File: src/rtl/uart_asm_pkg.sv
// Shared definitions for the UART operand assembler: FSM state encodings and the
// inter-byte timeout length in clocks.
package uart_asm_pkg;

    typedef enum logic [1:0] {
        sRX_A  = 2'd0,
        sRX_B  = 2'd1,
        sVALID = 2'd2
    } asm_state_e;

    // Gap length in clocks. Evaluated in 64 bits because bits * clk_freq overflows 32 bits
    // at realistic clock rates.
    function automatic longint unsigned timeout_clks(input int unsigned bits,
                                                     input int unsigned clk_freq,
                                                     input int unsigned baud_rate);
        longint unsigned prod;
        prod = longint'(bits) * longint'(clk_freq);
        return prod / longint'(baud_rate);
    endfunction

endpackage

File: src/rtl/byte_shift_reg.sv
// W-bit register that shifts one byte in at the LSB end per iShift, so the first byte
// received ends up as the MSByte. iClr zeroes it.
module byte_shift_reg #(
    parameter int W = 512
) (
    input  logic         iClk,
    input  logic         iRst,
    input  logic         iClr,
    input  logic         iShift,
    input  logic [7:0]   iByte,
    output logic [W-1:0] oData
);

    logic [W-1:0] data_q;

    // NOTE: the wide data register is reset on purpose, because the operands must read as zero
    // after reset and after a timeout; this is not a RAM, so the reset costs no macro.
    if (W == 8) begin : g_single
        always_ff @(posedge iClk) begin
            if (iRst || iClr) begin
                data_q <= '0;
            end else if (iShift) begin
                data_q <= iByte;
            end
        end
    end else begin : g_wide
        always_ff @(posedge iClk) begin
            if (iRst || iClr) begin
                data_q <= '0;
            end else if (iShift) begin
                data_q <= {data_q[W-9:0], iByte};
            end
        end
    end

    assign oData = data_q;

endmodule

File: src/rtl/uart_operand_assembler.sv
// Packs the UART RX byte stream into operands A then B and offers them on valid/ready.
// Optional inter-byte gap timeout is enabled with `define UART_ASM_TIMEOUT_EN.
module uart_operand_assembler
    import uart_asm_pkg::*;
#(
    parameter int OPERAND_WIDTH = 512,
    parameter int CLK_FREQ      = 125_000_000,
    parameter int BAUD_RATE     = 115_200,
    parameter int TIMEOUT_BITS  = 20
) (
    input  logic                     iClk,
    input  logic                     iRst,
    input  logic [7:0]               iRxByte,
    input  logic                     iRxDone,
    output logic [OPERAND_WIDTH-1:0] oOpA,
    output logic [OPERAND_WIDTH-1:0] oOpB,
    output logic                     oValid,
    input  logic                     iReady,
    output logic                     oBusy,
    output logic                     oOverrun,
    output logic                     oTimeout
);

    localparam int              NBYTES   = OPERAND_WIDTH / 8;
    localparam int              CNT_W    = $clog2(NBYTES) + 1;
    localparam longint unsigned TMO_CLKS = timeout_clks(TIMEOUT_BITS, CLK_FREQ, BAUD_RATE);
    localparam logic [CNT_W-1:0] LAST_BYTE = CNT_W'(NBYTES - 1);

    if (OPERAND_WIDTH < 8 || (OPERAND_WIDTH % 8) != 0 || TMO_CLKS < 1) begin : g_bad_cfg
        $error("uart_operand_assembler: bad OPERAND_WIDTH or timeout configuration");
    end

    asm_state_e       state_q, state_d;
    logic [CNT_W-1:0] cnt_q, cnt_d;
    logic             overrun_q, overrun_d;
    logic             shift_a, shift_b;
    logic             busy;
    logic             tmo_expire;

    assign busy = (state_q != sRX_A) || (cnt_q != '0);

`ifdef UART_ASM_TIMEOUT_EN
    localparam int TMO_W = $clog2(TMO_CLKS + 1);
    localparam logic [TMO_W-1:0] TMO_LAST = TMO_W'(TMO_CLKS - 1);

    logic [TMO_W-1:0] gap_q, gap_d;
    logic             timeout_q;

    // A byte strobe in the expiry cycle takes priority over the timeout.
    assign tmo_expire = busy && (state_q != sVALID) && !iRxDone && (gap_q == TMO_LAST);

    always_comb begin
        gap_d = gap_q;
        if (iRxDone || !busy || tmo_expire) begin
            gap_d = '0;
        end else if (state_q != sVALID) begin
            gap_d = gap_q + TMO_W'(1);
        end
    end

    always_ff @(posedge iClk) begin
        if (iRst) begin
            gap_q     <= '0;
            timeout_q <= 1'b0;
        end else begin
            gap_q     <= gap_d;
            timeout_q <= tmo_expire;
        end
    end

    assign oTimeout = timeout_q;
`else
    assign tmo_expire = 1'b0;
    assign oTimeout   = 1'b0;
`endif

    // NOTE: every output of this block gets a default first, so no path can infer a latch.
    always_comb begin
        state_d   = state_q;
        cnt_d     = cnt_q;
        shift_a   = 1'b0;
        shift_b   = 1'b0;
        overrun_d = 1'b0;
        case (state_q)
            sRX_A: begin
                if (iRxDone) begin
                    shift_a = 1'b1;
                    if (cnt_q == LAST_BYTE) begin
                        cnt_d   = '0;
                        state_d = sRX_B;
                    end else begin
                        cnt_d = cnt_q + CNT_W'(1);
                    end
                end
            end
            sRX_B: begin
                if (iRxDone) begin
                    shift_b = 1'b1;
                    if (cnt_q == LAST_BYTE) begin
                        cnt_d   = '0;
                        state_d = sVALID;
                    end else begin
                        cnt_d = cnt_q + CNT_W'(1);
                    end
                end
            end
            sVALID: begin
                // Operands are frozen here; any arriving byte is dropped and flagged.
                overrun_d = iRxDone;
                if (iReady) begin
                    state_d = sRX_A;
                    cnt_d   = '0;
                end
            end
            default: begin
                state_d = sRX_A;
                cnt_d   = '0;
            end
        endcase
        if (tmo_expire) begin
            state_d = sRX_A;
            cnt_d   = '0;
        end
    end

    always_ff @(posedge iClk) begin
        if (iRst) begin
            state_q   <= sRX_A;
            cnt_q     <= '0;
            overrun_q <= 1'b0;
        end else begin
            state_q   <= state_d;
            cnt_q     <= cnt_d;
            overrun_q <= overrun_d;
        end
    end

    byte_shift_reg #(.W(OPERAND_WIDTH)) u_reg_a (
        .iClk   (iClk),
        .iRst   (iRst),
        .iClr   (tmo_expire),
        .iShift (shift_a),
        .iByte  (iRxByte),
        .oData  (oOpA)
    );

    byte_shift_reg #(.W(OPERAND_WIDTH)) u_reg_b (
        .iClk   (iClk),
        .iRst   (iRst),
        .iClr   (tmo_expire),
        .iShift (shift_b),
        .iByte  (iRxByte),
        .oData  (oOpB)
    );

    assign oValid   = (state_q == sVALID);
    assign oBusy    = busy;
    assign oOverrun = overrun_q;

endmodule
File: config.mk
export PLATFORM = sky130hd
export DESIGN_NAME = uart_operand_assembler
export DESIGN_NICKNAME = d
export VERILOG_FILES = /design/src/rtl/uart_asm_pkg.sv /design/src/rtl/byte_shift_reg.sv /design/src/rtl/uart_operand_assembler.sv
export SDC_FILE = /design/constraint.sdc
export NUM_CORES = 2
export LEC_CHECK = 0
export BUFFER_PORTS_ARGS = -buffer_cell sky130_fd_sc_hd__buf_2
export CAP_MARGIN = 20
export CORE_MARGIN = 3
export CORE_UTILIZATION = 23
export DETAILED_ROUTE_END_ITERATION = 10
export PLACE_DENSITY = 0.47
export SLEW_MARGIN = 10
export SYNTH_ARGS = -nofsm -noshare
export SYNTH_HDL_FRONTEND = slang
export SYNTH_SLANG_ARGS = --single-unit
File: constraint.sdc
create_clock -name iClk -period 1.3 [get_ports iClk]
set_input_delay 0.26 -clock iClk [delete_from_list [all_inputs] [get_ports iClk]]
set_output_delay 0.26 -clock iClk [all_outputs]
set_load 0.005 [all_outputs]
Yosys cells after proc, flatten, opt, wreduce, memory -nomap -nowiden
Cells that the tools add are included.
{"block": "word_totals", "inputBits": 12, "mem_bits_rw": 0, "rom_bits": 0, "reg_bits": 1034, "memories": 0, "latchBits": 0}
{"block": "classes", "mul": 0, "bitwise_logic": 1, "n_div": 0, "n_mux": 13, "n_eq_ne": 9, "magnitude_cmp": 0, "addsub": 1, "shifts": 0, "n_reduce_logical": 8}
{"op": "$mux W7", "count": 3}
{"op": "$pmux W7 S2", "count": 1}
{"op": "$mux W2", "count": 5}
{"op": "$ne A2 B2 Y1 const B", "count": 4}
{"op": "$add A7 B1 Y7 const B", "count": 1}
{"op": "$eq A7 B6 Y1 const B", "count": 1}
{"op": "$reduce_bool A7 Y1", "count": 1}
{"op": "$pmux W2 S3", "count": 1}
{"op": "$reduce_and A5 Y1", "count": 1}
{"op": "$ne A2 B1 Y1 const B", "count": 2}
{"op": "$reduce_or A2 Y1", "count": 2}
{"op": "$mux W1", "count": 3}
{"op": "$eq A2 B1 Y1 const B", "count": 1}
{"op": "$eq A2 B2 Y1 const B", "count": 1}
{"op": "$logic_not A2 Y1", "count": 1}
{"op": "$reduce_and A2 Y1", "count": 1}
{"op": "$reduce_bool A2 Y1", "count": 1}
{"op": "$logic_or A1 B1 Y1", "count": 1}
{"op": "$not A1 Y1", "count": 1}

Longest topological paths before layout
{"block": "logic_depth", "ltp_word": 4, "depth_mapped": 7, "mapped_depth_nobuf": 5}

By module
A second synthesis with hierarchy kept.
{"block": "unflattened", "hier_cells": 3368, "hier_area_um2": 37733.7}
{"module": "byte_shift_reg", "cells_each": 1651, "area_each_um2": 18567.8, "seq_area_each_um2": 10249.8, "instances": 2}
{"module": "uart_operand_assembler", "cells_each": 66, "area_each_um2": 598.1, "seq_area_each_um2": 200.2, "instances": 1}

Worst setup path after synthesis
No wires, ideal clock.
{"block": "synth_path", "path_kind": "reg2reg", "startpoint": "reg state_q[1]", "endpoint": "reg u_reg_b.data_q[100] (netlist: u_reg_b.oData[100])", "arrival_time_ns": 1.268, "setup_slack_ns": -0.100, "path_stages_with_launch": 8, "period_less_slack_ns": 1.400, "cell_sequence": "dfxtp_1 -> and2b_1 -> and2_1 -> buf_4 -> buf_6 -> buf_6 -> nand2_1 -> a21oi_1"}
{"block": "synth_between", "elab_chain_cells": 2}
{"item": "start, declared", "line_no": "uart_operand_assembler.sv:33", "text": "asm_state_e state_q, state_d;"}
{"item": "start signal, assigned", "line_no": "uart_operand_assembler.sv:128", "text": "state_q <= sRX_A;"}
{"item": "start signal, assigned", "line_no": "uart_operand_assembler.sv:132", "text": "state_q <= state_d;"}
{"item": "$eq A2 B1 Y1", "line_no": "uart_operand_assembler.sv:84", "text": "case (state_q)"}
{"item": "$mux W1", "line_no": "uart_operand_assembler.sv:84"}
{"item": "end signal, assigned", "line_no": "byte_shift_reg.sv:31", "text": "data_q <= {data_q[W-9:0], iByte};"}
{"item": "end, declared", "line_no": "byte_shift_reg.sv:14", "text": "logic [W-1:0] data_q;"}
Every way passes these cells.
A chain may end at the register's enable or synchronous reset.

Worst setup path in the final report
{"block": "layout_path", "startpoint": "reg cnt_q[1]", "endpoint": "out oBusy"}
{"block": "layout_between", "elab_chain_cells": 2}
{"item": "start, declared", "line_no": "uart_operand_assembler.sv:34", "text": "logic [CNT_W-1:0] cnt_q, cnt_d;"}
{"item": "start signal, assigned", "line_no": "uart_operand_assembler.sv:133", "text": "cnt_q <= cnt_d;"}
{"item": "$reduce_bool A7 Y1", "line_no": "uart_operand_assembler.sv:40", "text": "assign busy = (state_q != sRX_A) || (cnt_q != '0);"}
{"item": "$logic_or A1 B1 Y1", "line_no": "uart_operand_assembler.sv:40"}
{"item": "end, declared", "line_no": "uart_operand_assembler.sv:19", "text": "output logic oBusy,"}
Every way passes these cells.

==> results.sh <==
export IMPL_numCtsBuffers=116
export IMPL_htree_levels=3
export IMPL_die_area_um2=160000
export IMPL_fp_dieH_um=400
export IMPL_slew_headroom_pct=66.0
export IMPL_dpl_cell_count=7441
export IMPL_stdcell_area_um2=55800
export IMPL_synth_warnings=0
export IMPL_cts_tree="built"
export IMPL_gr_total_overflow=0
export IMPL_whs_ns=0.187
export IMPL_cts_sinks=1034
export IMPL_track_usage_pct=18.5
export IMPL_syn_to_final_growth_pct=56.3
export IMPL_synth_compound_area_share_pct=14.5
export IMPL_ys_seq_elements=1034
export IMPL_clk_pin_slew_ns=0.06
export IMPL_gp_congestion=0.857
export IMPL_core_area_um2=153000
export IMPL_route_antenna_remaining_nets=0
export IMPL_maxCapViolCount=0
export IMPL_synth_top_family_by_area="simple AND/OR/NAND/NOR gates"
export IMPL_mappedNetlistNets=4516
export IMPL_synth_simple_area_share_pct=22.1
export IMPL_antenna_found_initial=4
export IMPL_numPortBuffers=1038
export IMPL_irDropWorstVdd_mv=1.09
export IMPL_slew_viol_final=0
export IMPL_fin_ws_ns=-0.639
export IMPL_power_leakage_nw=23.3
export IMPL_violations="setup timing"
export IMPL_crit_path_end_kind="primary output"
export IMPL_worstSetupStartpointType="flop"
export IMPL_wl_per_cell_um=21.2
export IMPL_clk_latency_ns=0.73
export IMPL_yosys_most_used_dff="dfxtp_1"
export IMPL_async_flop_share_pct=0
export IMPL_setup_viol=2057
export IMPL_dr_pass1_iters=7
export IMPL_power_density_nw_per_um2=1220
export IMPL_grt_pass1_vias=33100
export IMPL_hold_class="in -> reg"
export IMPL_grt_max_degree=97
export IMPL_io_pins=1040
export IMPL_drive_gt1_share_pct=37.5
export IMPL_syn_area_um2=35700
export IMPL_cts_root_buf="clkbuf_16"
export IMPL_pre_cts_ws_ns=-0.407
export IMPL_dpl_hpwl_um=112000
export IMPL_p_total_mw=68.1
export IMPL_synth_area_mux_share_pct=0.0280
export IMPL_postSynthCellCount=4502
export IMPL_grt_pass1_wl_um=223000
export IMPL_fin_util_pct=36.5
export IMPL_yosys_area_share_adder_pct=0.0700
export IMPL_rows=143
export IMPL_hold_viol=0
export IMPL_drc=0
export IMPL_post_route_period_util_pct=149
export IMPL_multi_input_area_um2=15000
export IMPL_synth_edff_count=0
export IMPL_fin_nets=5841
export IMPL_max_freq_mhz=516
export IMPL_seq_area_um2=21200
export IMPL_tightest_slew_ns=0.510
export IMPL_clock_skew_ns=0.0588
export IMPL_placed_area_um2=44000
export IMPL_wl_um=169000
export IMPL_ys_types=33
export IMPL_period_minus_slack_ns=1.94
export IMPL_fin_tns_setup_ns=-610.22
export IMPL_cp_max_fo=2
export IMPL_num_vias=35900
export IMPL_crit_required_ns=1.04
export IMPL_avgSynthCellArea_um2=7.94
export IMPL_viasPerCell=4.52
export IMPL_initial_core_util_pct=23.3
export IMPL_fillers=16000
export IMPL_rsz0062_at_grt="true"
export IMPL_crit_type="reg -> out"
export IMPL_worstPathArrival_ns=1.68
export IMPL_clk_path_buf_depth=3
export IMPL_ys_seq_area_share_pct=57.9
export IMPL_synth_xor_area_share_pct=0.123
export IMPL_finalNonFillerCells=7950
export IMPL_die_w_um=400
export IMPL_drt_first_iter_violations=2130
export IMPL_outcome="complete, but fails checks"
==> what timing repair did <==
item / 4_1_cts / 5_1_grt
endpoints found under the hold margin: 41 / 0
buffers inserted: 157 / 54
cloned: 24 / 69
hold buffers: 11 / 0
resized for setup: 554 / 579
setup endpoints to repair: 2055 / 2060
pin swaps: 8 / 271
==> cell usage in the layout, fill, tap and decap left out, types with 2 or more instances in the layout <==
cell type,synthesis,final
inv_6,0,3
dfxtp_2,0,17
buf_4,18,237
buf_2,105,901
xnor2_1,4,4
clkinvlp_4,0,5
dlygate4sd3_1,0,11
buf_16,0,31
nor2_1,6,6
nand2_1,2054,1896
a21oi_1,1027,839
bufinv_16,0,10
nand2_8,0,2
nor2b_1,3,2
clkbuf_1,152,26
nand2_2,1,33
buf_12,0,95
buf_8,0,23
a31oi_1,2,2
a21oi_2,0,188
and3b_1,2,2
clkinv_2,0,12
nand3_1,5,5
clkinv_8,0,2
clkinv_16,0,3
buf_6,52,189
nand2_4,0,125
dfxtp_1,1034,896
diode_2,0,4
inv_2,0,2
clkbuf_8,0,28
clkbuf_16,0,177
dfxtp_4,0,121
nand2b_4,1,2
==> critical path: stages, from the launching register on <==
cell and delay (ns):
dfxtp_2 0.32, inv_2 0.06, ha_4 0.12, nor4b_4 0.18, nand2_1 0.12, buf_6 0.15
==> final cells by class <==
type / instances / area share, %
flip-flops and latches: 1034 / 37.9
diodes: 4 / 0.0179
inverters: 2 / 0.0134
repair buffers: 1549 / 23.6
clock inverters: 37 / 1.03
multi-input cells: 3124 / 26.8
clock buffers: 170 / 6.06
well taps: 2030 / 4.55
==> synth_stat cells (2+ instances only) <==
master | number | share of area, %
nand2_1 | 2054 | 22
xnor2_1 | 4 | 0.098
nor2_1 | 6 | 0.063
inv_1 | 2 | 0.021
dfxtp_1 | 1034 | 58
nor2b_1 | 3 | 0.053
nand2b_1 | 2 | 0.035
clkbuf_1 | 152 | 1.6
buf_4 | 18 | 0.38
and3b_1 | 2 | 0.049
ha_1 | 2 | 0.070
buf_6 | 52 | 1.6
a21oi_1 | 1027 | 14
buf_1 | 16 | 0.17
nand3_1 | 5 | 0.070
buf_2 | 105 | 1.5
a31oi_1 | 2 | 0.035
==> flip-flops by register name, indices dropped and copies added, names as in the netlist <==
name           cells
cnt_q              7
u_reg_a.oData    512
state_q            2
u_reg_b.oData    512
oOverrun           1
==> layer usage <==
metal  share of wire, %  global-route usage (%)  wire length (µm)  vias to the layer above
met2                 49                    31.9             83100                     1107
met4                4.0                    7.05              6700                        2
met3                7.5                    5.48             12700                      276
li1                   -                       -                 -                    17200
met5             0.0077                       0                13                        -
met1                 39                    21.5             66200                    17400
==> kinds of logic (layout without fill, tap and decap cells) <==
logic type	count (synthesis)	count (layout)
compound gates	1031	1031
xor+xnor	5	5
fa+ha+maj	2	2
buf+inv	345	1758
flops	1034	1034
mux	1	1
other cells	1	5
simple gates	2083	2084
==> where the power goes <==
| part | internal, mW | leakage (nW) | total (mW) | switching, mW |
|---|---|---|---|---|
| Sequential | 31.5 | 8.43 | 31.5 | 0.0296 |
| Clock | 20.0 | 1.93 | 34.1 | 14.0 |
| Combinational | 0.964 | 13.0 | 2.57 | 1.61 |
| Total | 52.5 | 23.3 | 68.1 | 15.7 |
==> path summary, 6_finish.rpt <==
path,start,to,slack (ns),cells past startpoint
worst max-delay path,cnt_q[1],oBusy,-0.64,5
worst min-delay path,iRxDone,cnt_q[1],0.19,6
worst max register to register,state_q[1],u_reg_a.oData[10],-0.54,10
worst min register to register,u_reg_a.oData[243],u_reg_a.oData[251],0.43,2
Power figures use the tool's default switching activity.
